### config.mk
export PLATFORM = sky130hd
export DESIGN_NAME = rvx_core_trap_unit
export DESIGN_NICKNAME = d
export VERILOG_FILES = /design/src/rtl/rvx_core_trap_unit_pkg.sv /design/src/rtl/rvx_core_trap_unit_edge_latch.sv /design/src/rtl/rvx_core_trap_unit.sv
export SDC_FILE = /design/constraint.sdc
export NUM_CORES = 1
export LEC_CHECK = 0
export ABC_AREA = 1
export CAP_MARGIN = 20
export CORE_MARGIN = 3
export CORE_UTILIZATION = 40
export DETAILED_ROUTE_END_ITERATION = 12
export PLACE_DENSITY = 0.86
export SETUP_SLACK_MARGIN = 0.4
export SLEW_MARGIN = 20
export SYNTH_ARGS = -nofsm -noshare
export SYNTH_HDL_FRONTEND = slang
export SYNTH_SLANG_ARGS = --single-unit
### constraint.sdc
create_clock -name clock -period 8.5 [get_ports clock]
set_clock_uncertainty 0.1 [all_clocks]
set_input_delay 1.275 -clock clock [delete_from_list [all_inputs] [get_ports clock]]
set_output_delay 1.275 -clock clock [all_outputs]
set_load 0.05 [all_outputs]
### src/rtl/rvx_core_trap_unit_pkg.sv
// Shared cause codes, mtvec mode, FSM state type and trap-target helper
// for the RVX core trap controller.
package rvx_core_trap_unit_pkg;

    // Exception cause codes (mcause[31] = 0)
    localparam logic [4:0] RVX_CAUSE_MISALIGNED_INSTRUCTION = 5'd0;
    localparam logic [4:0] RVX_CAUSE_ILLEGAL_INSTRUCTION    = 5'd2;
    localparam logic [4:0] RVX_CAUSE_BREAKPOINT             = 5'd3;
    localparam logic [4:0] RVX_CAUSE_MISALIGNED_LOAD        = 5'd4;
    localparam logic [4:0] RVX_CAUSE_MISALIGNED_STORE       = 5'd6;
    localparam logic [4:0] RVX_CAUSE_ECALL_MMODE            = 5'd11;

    // Interrupt cause codes (mcause[31] = 1); also the matching mie bit index
    localparam logic [4:0] RVX_CAUSE_SOFTWARE_INTERRUPT     = 5'd3;
    localparam logic [4:0] RVX_CAUSE_TIMER_INTERRUPT        = 5'd7;
    localparam logic [4:0] RVX_CAUSE_EXTERNAL_INTERRUPT     = 5'd11;
    localparam logic [4:0] RVX_CAUSE_FAST_BASE              = 5'd16;

    // mtvec[1:0] encoding that selects vectored interrupt dispatch
    localparam logic [1:0] RVX_MTVEC_MODE_VECTORED          = 2'b01;

    // Trap controller FSM states
    typedef enum logic [1:0] {
        TRAP_IDLE    = 2'd0,
        TRAP_HOLD    = 2'd1,
        TRAP_RESPOND = 2'd2
    } rvx_trap_state_e;

    // Result of a priority encoder: is anything requesting, and which cause
    typedef struct packed {
        logic       valid;
        logic       is_interrupt;
        logic [4:0] cause;
    } rvx_trap_sel_t;

    // Direct mode jumps to the aligned base; vectored interrupts add cause*4.
    // Modes 2 and 3 fall through to direct.
    function automatic logic [31:0] rvx_trap_target(
        input logic [31:0] mtvec,
        input logic [4:0]  cause,
        input logic        is_interrupt
    );
        logic [31:0] base;
        base = {mtvec[31:2], 2'b00};
        if (is_interrupt && (mtvec[1:0] == RVX_MTVEC_MODE_VECTORED)) begin
            return base + {25'd0, cause, 2'b00};
        end
        return base;
    endfunction

endpackage

### src/rtl/rvx_core_trap_unit_edge_latch.sv
// Pending logic for one fast interrupt channel: either a transparent level
// or a sticky bit set by a rising edge and cleared by the service pulse.
module rvx_core_trap_edge_latch #(
    parameter bit EDGE_MODE = 1'b0
) (
    input  logic clock,
    input  logic reset,
    input  logic line,
    input  logic clear,
    output logic pending
);

    logic previous;
    logic sticky;
    logic rise;

    assign rise = line & ~previous;

    // Remember last line value and hold the edge until serviced; a new edge
    // in the clearing cycle keeps the bit set.
    // NOTE: state registers use non-blocking assignment so every flop samples
    // pre-edge values regardless of statement order.
    always_ff @(posedge clock) begin
        if (reset) begin
            previous <= 1'b0;
            sticky   <= 1'b0;
        end else begin
            previous <= line;
            sticky   <= rise | (sticky & ~clear);
        end
    end

    assign pending = EDGE_MODE ? sticky : line;

endmodule

### src/rtl/rvx_core_trap_unit.sv
// RVX core trap controller: fast-IRQ pending capture, fixed-priority
// exception/interrupt arbitration, cause hold until trap entry, one-cycle
// service response, and direct/vectored trap target computation.
module rvx_core_trap_unit
    import rvx_core_trap_unit_pkg::*;
#(
    parameter int                      NUM_FAST_IRQ       = 16,
    parameter logic [NUM_FAST_IRQ-1:0] FAST_IRQ_EDGE_MASK = {NUM_FAST_IRQ{1'b0}}
) (
    input  logic                       clock,
    input  logic                       reset,
    input  logic                       irq_external_s1,
    input  logic                       irq_timer_s1,
    input  logic                       irq_software_s1,
    input  logic [NUM_FAST_IRQ-1:0]    irq_fast_s1,
    input  logic [16+NUM_FAST_IRQ-1:0] mie_s1,
    input  logic                       global_interrupt_enable_s1,
    input  logic                       misaligned_instruction_address_s1,
    input  logic                       illegal_instruction_s1,
    input  logic                       ebreak_s1,
    input  logic                       ecall_s1,
    input  logic                       misaligned_load_s1,
    input  logic                       misaligned_store_s1,
    input  logic                       trap_ack_s1,
    input  logic [31:0]                mtvec_s1,
    output logic                       take_trap_s1,
    output logic [4:0]                 trap_cause_s1,
    output logic                       trap_is_interrupt_s1,
    output logic [31:0]                trap_target_s1,
    output logic                       irq_external_response_s1,
    output logic                       irq_timer_response_s1,
    output logic                       irq_software_response_s1,
    output logic [NUM_FAST_IRQ-1:0]    irq_fast_response_s1
);

    rvx_trap_state_e          state;
    rvx_trap_state_e          next_state;
    logic [4:0]               held_cause;
    logic                     held_is_interrupt;
    logic [4:0]               next_held_cause;
    logic                     next_held_is_interrupt;

    logic [NUM_FAST_IRQ-1:0]  fast_pending;
    logic [NUM_FAST_IRQ-1:0]  fast_enabled;
    rvx_trap_sel_t            exception_sel;
    rvx_trap_sel_t            interrupt_sel;
    rvx_trap_sel_t            trap_sel;

    // mie bits that carry no interrupt source in this core
    logic unused_mie_bits;
    assign unused_mie_bits = ^{mie_s1[15:12], mie_s1[10:8], mie_s1[6:4], mie_s1[2:0]};

    // Per-channel pending capture, level or edge as configured
    for (genvar k = 0; k < NUM_FAST_IRQ; k++) begin : g_fast
        rvx_core_trap_edge_latch #(
            .EDGE_MODE (FAST_IRQ_EDGE_MASK[k])
        ) u_edge_latch (
            .clock   (clock),
            .reset   (reset),
            .line    (irq_fast_s1[k]),
            .clear   (irq_fast_response_s1[k]),
            .pending (fast_pending[k])
        );
    end

    assign fast_enabled = fast_pending & mie_s1[16 +: NUM_FAST_IRQ]
                        & {NUM_FAST_IRQ{global_interrupt_enable_s1}};

    // Exception priority encoder; later assignments win, so lowest priority first.
    // NOTE: every combinational output gets a default before any branch so no
    // path leaves it unassigned and no latch is inferred.
    always_comb begin
        exception_sel = '0;
        if (misaligned_store_s1) begin
            exception_sel = '{valid: 1'b1, is_interrupt: 1'b0, cause: RVX_CAUSE_MISALIGNED_STORE};
        end
        if (misaligned_load_s1) begin
            exception_sel = '{valid: 1'b1, is_interrupt: 1'b0, cause: RVX_CAUSE_MISALIGNED_LOAD};
        end
        if (ecall_s1) begin
            exception_sel = '{valid: 1'b1, is_interrupt: 1'b0, cause: RVX_CAUSE_ECALL_MMODE};
        end
        if (ebreak_s1) begin
            exception_sel = '{valid: 1'b1, is_interrupt: 1'b0, cause: RVX_CAUSE_BREAKPOINT};
        end
        if (illegal_instruction_s1) begin
            exception_sel = '{valid: 1'b1, is_interrupt: 1'b0, cause: RVX_CAUSE_ILLEGAL_INSTRUCTION};
        end
        if (misaligned_instruction_address_s1) begin
            exception_sel = '{valid: 1'b1, is_interrupt: 1'b0, cause: RVX_CAUSE_MISALIGNED_INSTRUCTION};
        end
    end

    // Interrupt priority encoder: timer < software < external < fast (low index highest)
    always_comb begin
        interrupt_sel = '0;
        if (global_interrupt_enable_s1 && irq_timer_s1 && mie_s1[RVX_CAUSE_TIMER_INTERRUPT]) begin
            interrupt_sel = '{valid: 1'b1, is_interrupt: 1'b1, cause: RVX_CAUSE_TIMER_INTERRUPT};
        end
        if (global_interrupt_enable_s1 && irq_software_s1 && mie_s1[RVX_CAUSE_SOFTWARE_INTERRUPT]) begin
            interrupt_sel = '{valid: 1'b1, is_interrupt: 1'b1, cause: RVX_CAUSE_SOFTWARE_INTERRUPT};
        end
        if (global_interrupt_enable_s1 && irq_external_s1 && mie_s1[RVX_CAUSE_EXTERNAL_INTERRUPT]) begin
            interrupt_sel = '{valid: 1'b1, is_interrupt: 1'b1, cause: RVX_CAUSE_EXTERNAL_INTERRUPT};
        end
        for (int k = NUM_FAST_IRQ - 1; k >= 0; k--) begin
            if (fast_enabled[k]) begin
                interrupt_sel = '{valid: 1'b1, is_interrupt: 1'b1, cause: RVX_CAUSE_FAST_BASE + 5'(k)};
            end
        end
    end

    // Any exception beats any interrupt
    assign trap_sel = exception_sel.valid ? exception_sel : interrupt_sel;

    // FSM state and held cause registers
    always_ff @(posedge clock) begin
        if (reset) begin
            state             <= TRAP_IDLE;
            held_cause        <= 5'd0;
            held_is_interrupt <= 1'b0;
        end else begin
            state             <= next_state;
            held_cause        <= next_held_cause;
            held_is_interrupt <= next_held_is_interrupt;
        end
    end

    // Next-state, cause hold/recapture, and response pulse generation
    always_comb begin
        next_state               = state;
        next_held_cause          = held_cause;
        next_held_is_interrupt   = held_is_interrupt;
        take_trap_s1             = 1'b0;
        trap_cause_s1            = held_cause;
        trap_is_interrupt_s1     = held_is_interrupt;
        irq_external_response_s1 = 1'b0;
        irq_timer_response_s1    = 1'b0;
        irq_software_response_s1 = 1'b0;
        irq_fast_response_s1     = '0;

        unique case (state)
            TRAP_IDLE: begin
                take_trap_s1         = trap_sel.valid;
                trap_cause_s1        = trap_sel.cause;
                trap_is_interrupt_s1 = trap_sel.is_interrupt;
                if (trap_sel.valid) begin
                    next_held_cause        = trap_sel.cause;
                    next_held_is_interrupt = trap_sel.is_interrupt;
                    next_state             = trap_ack_s1 ? TRAP_RESPOND : TRAP_HOLD;
                end
            end

            TRAP_HOLD: begin
                take_trap_s1 = 1'b1;
                // Exceptions stay live while holding and displace a held interrupt
                if (exception_sel.valid) begin
                    trap_cause_s1          = exception_sel.cause;
                    trap_is_interrupt_s1   = 1'b0;
                    next_held_cause        = exception_sel.cause;
                    next_held_is_interrupt = 1'b0;
                end
                if (trap_ack_s1) begin
                    next_state = TRAP_RESPOND;
                end else if (!trap_sel.valid) begin
                    next_state = TRAP_IDLE;
                end
            end

            TRAP_RESPOND: begin
                if (held_is_interrupt) begin
                    case (held_cause)
                        RVX_CAUSE_EXTERNAL_INTERRUPT: irq_external_response_s1 = 1'b1;
                        RVX_CAUSE_TIMER_INTERRUPT:    irq_timer_response_s1    = 1'b1;
                        RVX_CAUSE_SOFTWARE_INTERRUPT: irq_software_response_s1 = 1'b1;
                        default: ;
                    endcase
                    for (int k = 0; k < NUM_FAST_IRQ; k++) begin
                        if (held_cause == RVX_CAUSE_FAST_BASE + 5'(k)) begin
                            irq_fast_response_s1[k] = 1'b1;
                        end
                    end
                end
                next_state = TRAP_IDLE;
            end

            default: begin
                next_state = TRAP_IDLE;
            end
        endcase
    end

    assign trap_target_s1 = rvx_trap_target(mtvec_s1, trap_cause_s1, trap_is_interrupt_s1);

endmodule

== Word-level counts from Yosys, hierarchy flattened ==
Cells that the tools add are included.
Operators by class
  add/sub/neg operators: 1
  equality and inequality tests: 24
  muxes and demuxes: 70
  bitwise gates (word level): 2
  reduce and logical (&&, ||, !) cells: 11
Operator list (number)
  $mux 7: 26
  $eq 5x5->1 const B: 16
  $mux 32: 2
  $add 32x7->32: 1
  $and 16x16->16: 2
  $mux 16: 2
  $mux 1: 28
  $pmux 5 s2: 2
  $mux 5: 2
  $mux 2: 4
  $logic_and 1x1->1: 7
  $pmux 1 s2: 3
  $eq 5x2->1 const B: 1
  $eq 5x3->1 const B: 1
  $eq 5x4->1 const B: 1
  $eq 2x1->1 const B: 2
  $pmux 2 s2: 1
  $reduce_and 2->1: 2
  $ne 3x3->1 const B: 1
  $eq 2x2->1 const B: 1
  $logic_not 2->1: 1
  $ne 2x2->1 const B: 1
  $reduce_bool 2->1: 1
Word-level totals
  bits in registers: 8
  output and inout port bits: 58
  word-level logic and storage cells: 111

== Depth between registers and ports, before layout ==
  depth in word-level cells: 26
  gate-level depth with buffers: 33
  gate-level depth less buffers: 31

== Cells and area by module ==
A second synthesis with hierarchy kept.
Unflattened totals
  cell total of the unflattened synthesis: 413
  area total of the unflattened synthesis: 2318.5 um2
Modules (own cells, without submodules)
  rvx_core_trap_unit: instances 1, cells each 397, area each 2198.4 um2, sequential area each 160.2 um2
  rvx_core_trap_edge_latch: instances 16, cells each 1, area each 7.5 um2, sequential area each 0.0 um2

== Least setup slack after synthesis ==
Ideal clock, no wire load.
  kind: input port to output port
  start: input port global_interrupt_enable_s1
  end: output port trap_target_s1[24]
  arrival: 5.600 ns
  required time: 7.125 ns
  setup slack: 1.525 ns
  stages: 32
  path buffers: 2
  cell sequence: buf_6 > buf_8 > nand3_1 > o21ai_0 > nand2_1 > nand2_1 > nand2_1 > nand2_1 > nand2_1 > nand2_1 > nand2_1 > nand2_1 > nand2_1 > nand2_1 > nand2_1 > nand2_1 > nand2_1 > nand2_1 > nand2_1 > nand3_1 > a21oi_1 > ha_1 > inv_1 > fa_1 > inv_1 > a31oi_1 > inv_1 > a21oi_1 > nor2_8 > nand4_4 > nor2_2 > xor2_1
Between the ends
  longest elaborated chain between the ends: 26
  elaborated cells on any way between the ends: 34
Ends and longest elaborated chain
  start: declaration: line rvx_core_trap_unit.sv:17  | input logic global_interrupt_enable_s1,
  $logic_and 1x1->1 (2 in a row): line rvx_core_trap_unit.sv:97  | if (global_interrupt_enable_s1 && irq_timer_s1 && mie_s1[RVX_CAUSE_TIMER_INTERRUPT]) begin
  $mux 7: line rvx_core_trap_unit.sv:97
  $mux 7: line rvx_core_trap_unit.sv:100  | if (global_interrupt_enable_s1 && irq_software_s1 && mie_s1[RVX_CAUSE_SOFTWARE_INTERRUPT]) begin
  $mux 7: line rvx_core_trap_unit.sv:103  | if (global_interrupt_enable_s1 && irq_external_s1 && mie_s1[RVX_CAUSE_EXTERNAL_INTERRUPT]) begin
  $mux 7 (15 in a row): line rvx_core_trap_unit.sv:107  | if (fast_enabled[k]) begin
  $mux 7 (*): line rvx_core_trap_unit.sv:107
  $mux 7 (*): line rvx_core_trap_unit.sv:114  | assign trap_sel = exception_sel.valid ? exception_sel : interrupt_sel;
  $pmux 5 s2 (*): line rvx_core_trap_unit.sv:142  | unique case (state)
  named net trap_cause_s1[0]: line rvx_core_trap_unit.sv:27  | output logic [4:0] trap_cause_s1,
  $add 32x7->32 (*): line rvx_core_trap_unit_pkg.sv:46  | return base + {25'd0, cause, 2'b00};
  $mux 32 (*): line rvx_core_trap_unit_pkg.sv:45  | if (is_interrupt && (mtvec[1:0] == RVX_MTVEC_MODE_VECTORED)) begin
  $mux 32 (*): line rvx_core_trap_unit_pkg.sv:48  | return base;
  end: declaration: line rvx_core_trap_unit.sv:29  | output logic [31:0] trap_target_s1,
Mark *: on every way through the listed nets, which the timed path passes. The rest lies on a longest branch. The select of a mux whose other input is x is not followed.

== Final worst setup path ==
  start: input port global_interrupt_enable_s1
  end: output port trap_target_s1[30]
Between the ends
  longest elaborated chain between the ends: 26
  elaborated cells on any way between the ends: 34
Ends and longest elaborated chain (line)
  $logic_and 1x1->1 (2 in a row): rvx_core_trap_unit.sv:97
  $mux 7: rvx_core_trap_unit.sv:97
  $mux 7: rvx_core_trap_unit.sv:100
  $mux 7: rvx_core_trap_unit.sv:103
  $mux 7 (15 in a row): rvx_core_trap_unit.sv:107
  $mux 7 (*): rvx_core_trap_unit.sv:107
  $mux 7 (*): rvx_core_trap_unit.sv:114
  $pmux 5 s2 / $pmux 1 s2 (equally long branches): rvx_core_trap_unit.sv:142
  $add 32x7->32 / $logic_and 1x1->1 (equally long branches): rvx_core_trap_unit_pkg.sv:46, rvx_core_trap_unit_pkg.sv:45
  $mux 32 / $mux 1 (equally long branches): rvx_core_trap_unit_pkg.sv:45
  $mux 32 (*): rvx_core_trap_unit_pkg.sv:48
Mark *: on every way between the ends. The rest lies on a longest branch, timed or not. The select of a mux whose other input is x is not followed.

==> impl_metrics.env <==
export IMPL_outcome="complete, no violations"
export IMPL_endpoint="trap_target_s1[30]"
export IMPL_drt_total_wl_um=7560
export IMPL_fin_crit_ns=7.41
export IMPL_post_cts_resized=0
export IMPL_grt_pass1_wl_um=12100
export IMPL_tightest_slew_ns=0.635
export IMPL_r2r_slack_ns=6.61
export IMPL_crit_path_max_incr_delay_ns=0.82
export IMPL_setup_slack_ns=1.09
export IMPL_path_max_fanout=19
export IMPL_rsz0062_at_grt="false"
export IMPL_die_area_um2=6580
export IMPL_wire_per_inst_um=12.8
export IMPL_reg2reg_to="held_cause[4]"
export IMPL_finalSetupTns_ns=0
export IMPL_ctsHtreeMaxLevel=1
export IMPL_drtIter0Drc=231
export IMPL_io_buffers=135
export IMPL_yosysSeqAreaShare_pct=7.09
export IMPL_cts_sinks=8
export IMPL_grt_pass1_vias=2806
export IMPL_ys_ff_latch=8
export IMPL_multiInputGateArea_um2=1720
export IMPL_seq_area_um2=160
export IMPL_cts_made_buffers=3
export IMPL_maxSlewHeadroom_pct=57.3
export IMPL_core_area_um2=5270
export IMPL_avgSynthCellArea_um2=5.55
export IMPL_clockBufferDepth=2
export IMPL_finalMaxSlewViolations=0
export IMPL_power_density_nw_per_um2=76.6
export IMPL_initial_core_util_pct=42.9
export IMPL_fmax_ghz=0.135
export IMPL_power_leakage_nw=1.58
export IMPL_vias=2991
export IMPL_drive_gt1_share_pct=6.32
export IMPL_worstPathArrival_ns=6.04
export IMPL_drc=0
export IMPL_ys_warn_count=0
export IMPL_finalNonFillerCells=592
export IMPL_cpMostUsedCell="nand2_1"
export IMPL_clk_pin_slew_ns=0.04
export IMPL_postCtsHoldBufs=0
export IMPL_cts_tree="done"
export IMPL_crit_start="global_interrupt_enable_s1"
export IMPL_cp_data_required_time_ns=7.12
export IMPL_detail_route_vias_per_cell=5.05
export IMPL_drt_first_pass_iters=4
export IMPL_hpwl_um=6450
export IMPL_place_ws_ns=1.10
export IMPL_antenna_cells=0
export IMPL_antenna_found_initial=0
export IMPL_grt_max_degree=20
export IMPL_grt_overflow_total=0
export IMPL_reg2reg_from="state[1]"
export IMPL_rows=26
export IMPL_syn_inst=407
export IMPL_die_h_um=81.1
export IMPL_track_usage_pct=22.6
export IMPL_ant_nets=0
export IMPL_reg2reg_depth=6
export IMPL_num_io_pins=151
export IMPL_syn_area_um2=2260
export IMPL_synth_top_area_share_pct=16.1
export IMPL_place_inst=589
export IMPL_crit_path_start_kind="input port"
export IMPL_synthTopCellsByArea="nand2_1 16%, nor2_1 9.5%, dfxtp_1 7.1%"
export IMPL_layout_common_cells="135 x clkdlybuf4s50_1, 97 x nand2_1, 57 x nor2_1"
export IMPL_peakVddDrop_mv=0.0435
export IMPL_hold_path_class="reg -> reg"
export IMPL_finalNetCount=623
export IMPL_yosysTopAreaCell="nand2_1"
export IMPL_final_hold_viol_count=0
export IMPL_crit_path_top_delay_cell="clkdlybuf4s50_1"
export IMPL_cts_root_buf="clkbuf_8"
export IMPL_gp_congestion=0.915
export IMPL_postCtsSetupRepairBufs=0
export IMPL_synth_distinct_cells=40
export IMPL_fin_crit_sh_pct=87.2
export IMPL_n_fill_cell=482
export IMPL_setup_viol=0
export IMPL_path_class="in -> out"
export IMPL_die_width_um=81.1
export IMPL_end_kind="primary output"
export IMPL_mostFrequentLayoutCell="clkdlybuf4s50_1"
export IMPL_maxCapViolations=0
export IMPL_insertion_delay_ns=0.23
export IMPL_syn_to_final_growth_pct=57.9
-- area by class of cell --
class                           instances  area share, %
Tap cell                               70           2.46
Multi-Input combinational cell        323           48.3
Clock buffer                            3           1.16
Sequential cell                         8           4.49
Timing Repair Buffer                  136           38.1
Inverter                               52           5.47
-- cells in the mapped netlist (all sizes together) --
master and n:
a31oi 7, o21ai 19, nor2 64, clkinv 1, o31ai 1, nor3 24, a211oi 2, inv 51
nand2 98, nor4 1, conb 1, a21oi 23, buf 23, o21a 2, a22oi 1, o32ai 2
nand4 7, o21bai 1, o22ai 2, dfxtp 8, xnor2 5, or2 1, ha 5, and2 1
fa 1, clkbuf 2, nand3 36, xor2 18
-- flip-flops by register name, summed over array words and instances (netlist names) --
register / count
held_is_interrupt: 1
held_cause: 5
state: 2
-- power by group --
| group | leakage, nW | total (W) | switching, W | internal (W) |
|---|---|---|---|---|
| sequential | 0.0655 | 0.0000421 | 0.00000258 | 0.0000395 |
| clock | 0.0216 | 0.0000465 | 0.0000157 | 0.0000307 |
| combinational | 1.49 | 0.000184 | 0.000109 | 0.0000757 |
-- worst min-delay path by stage --
stage                 startpoint           endpoint  slack, ns  depth (start not counted)
3_3_place_gp   held_is_interrupt  held_is_interrupt       0.37                          2
3_5_place_dp   held_is_interrupt  held_is_interrupt       0.39                          2
6_report       held_is_interrupt  held_is_interrupt       0.39                          2
5_1_grt        held_is_interrupt  held_is_interrupt       0.46                          2
2_1_floorplan  held_is_interrupt  held_is_interrupt       0.36                          2
4_1_cts        held_is_interrupt  held_is_interrupt       0.40                          2
-- critical path, delay by kind of cell --
family	cells	cell delay, ns
buf+inv	6	1.75
simple gates	21	1.63
fa+ha+maj	2	0.62
compound gates	4	0.61
xor+xnor	1	0.15
-- routing by layer --
| layer | routed length, um | track usage [%] | part of all wire [%] | vias to the layer above |
|---|---|---|---|---|
| li1 | - | - | - | 1550 |
| met4 | 150 | 5.24 | 2.0 | 0 |
| met1 | 3230 | 29.4 | 43 | 1287 |
| met5 | 0 | 0 | 0 | - |
| met2 | 3600 | 38.8 | 48 | 134 |
| met3 | 580 | 3.55 | 7.7 | 20 |
-- logic make-up after synthesis --
family                     Yosys count  share of synthesized area [%]
AOI/OAI and AO/OA                   60                           15.4
xor gates and xnor gates            23                           8.92
adders and majority gates            6                           3.66
buffers and inverters               77                           16.8
DFF                                  8                           7.09
other                                1                          0.166
and+or+nand+nor                    232                           48.0
-- stage by stage --
step / hold WS (ns) / util, % / area [um^2] / power (W)
finish: 0.389 / 67.7 / 3570 / 0.000273
global placement: 0.370 / 66.9 / 3520 / 0.000223
global route: 0.456 / 67.7 / 3570 / 0.000291
floorplan: 0.357 / - / 2260 / 0.000150
detailed placement: 0.386 / 66.9 / 3520 / 0.000226
CTS: 0.395 / 67.7 / 3570 / 0.000273
Note: power is estimated with default switching activity, not from simulation.
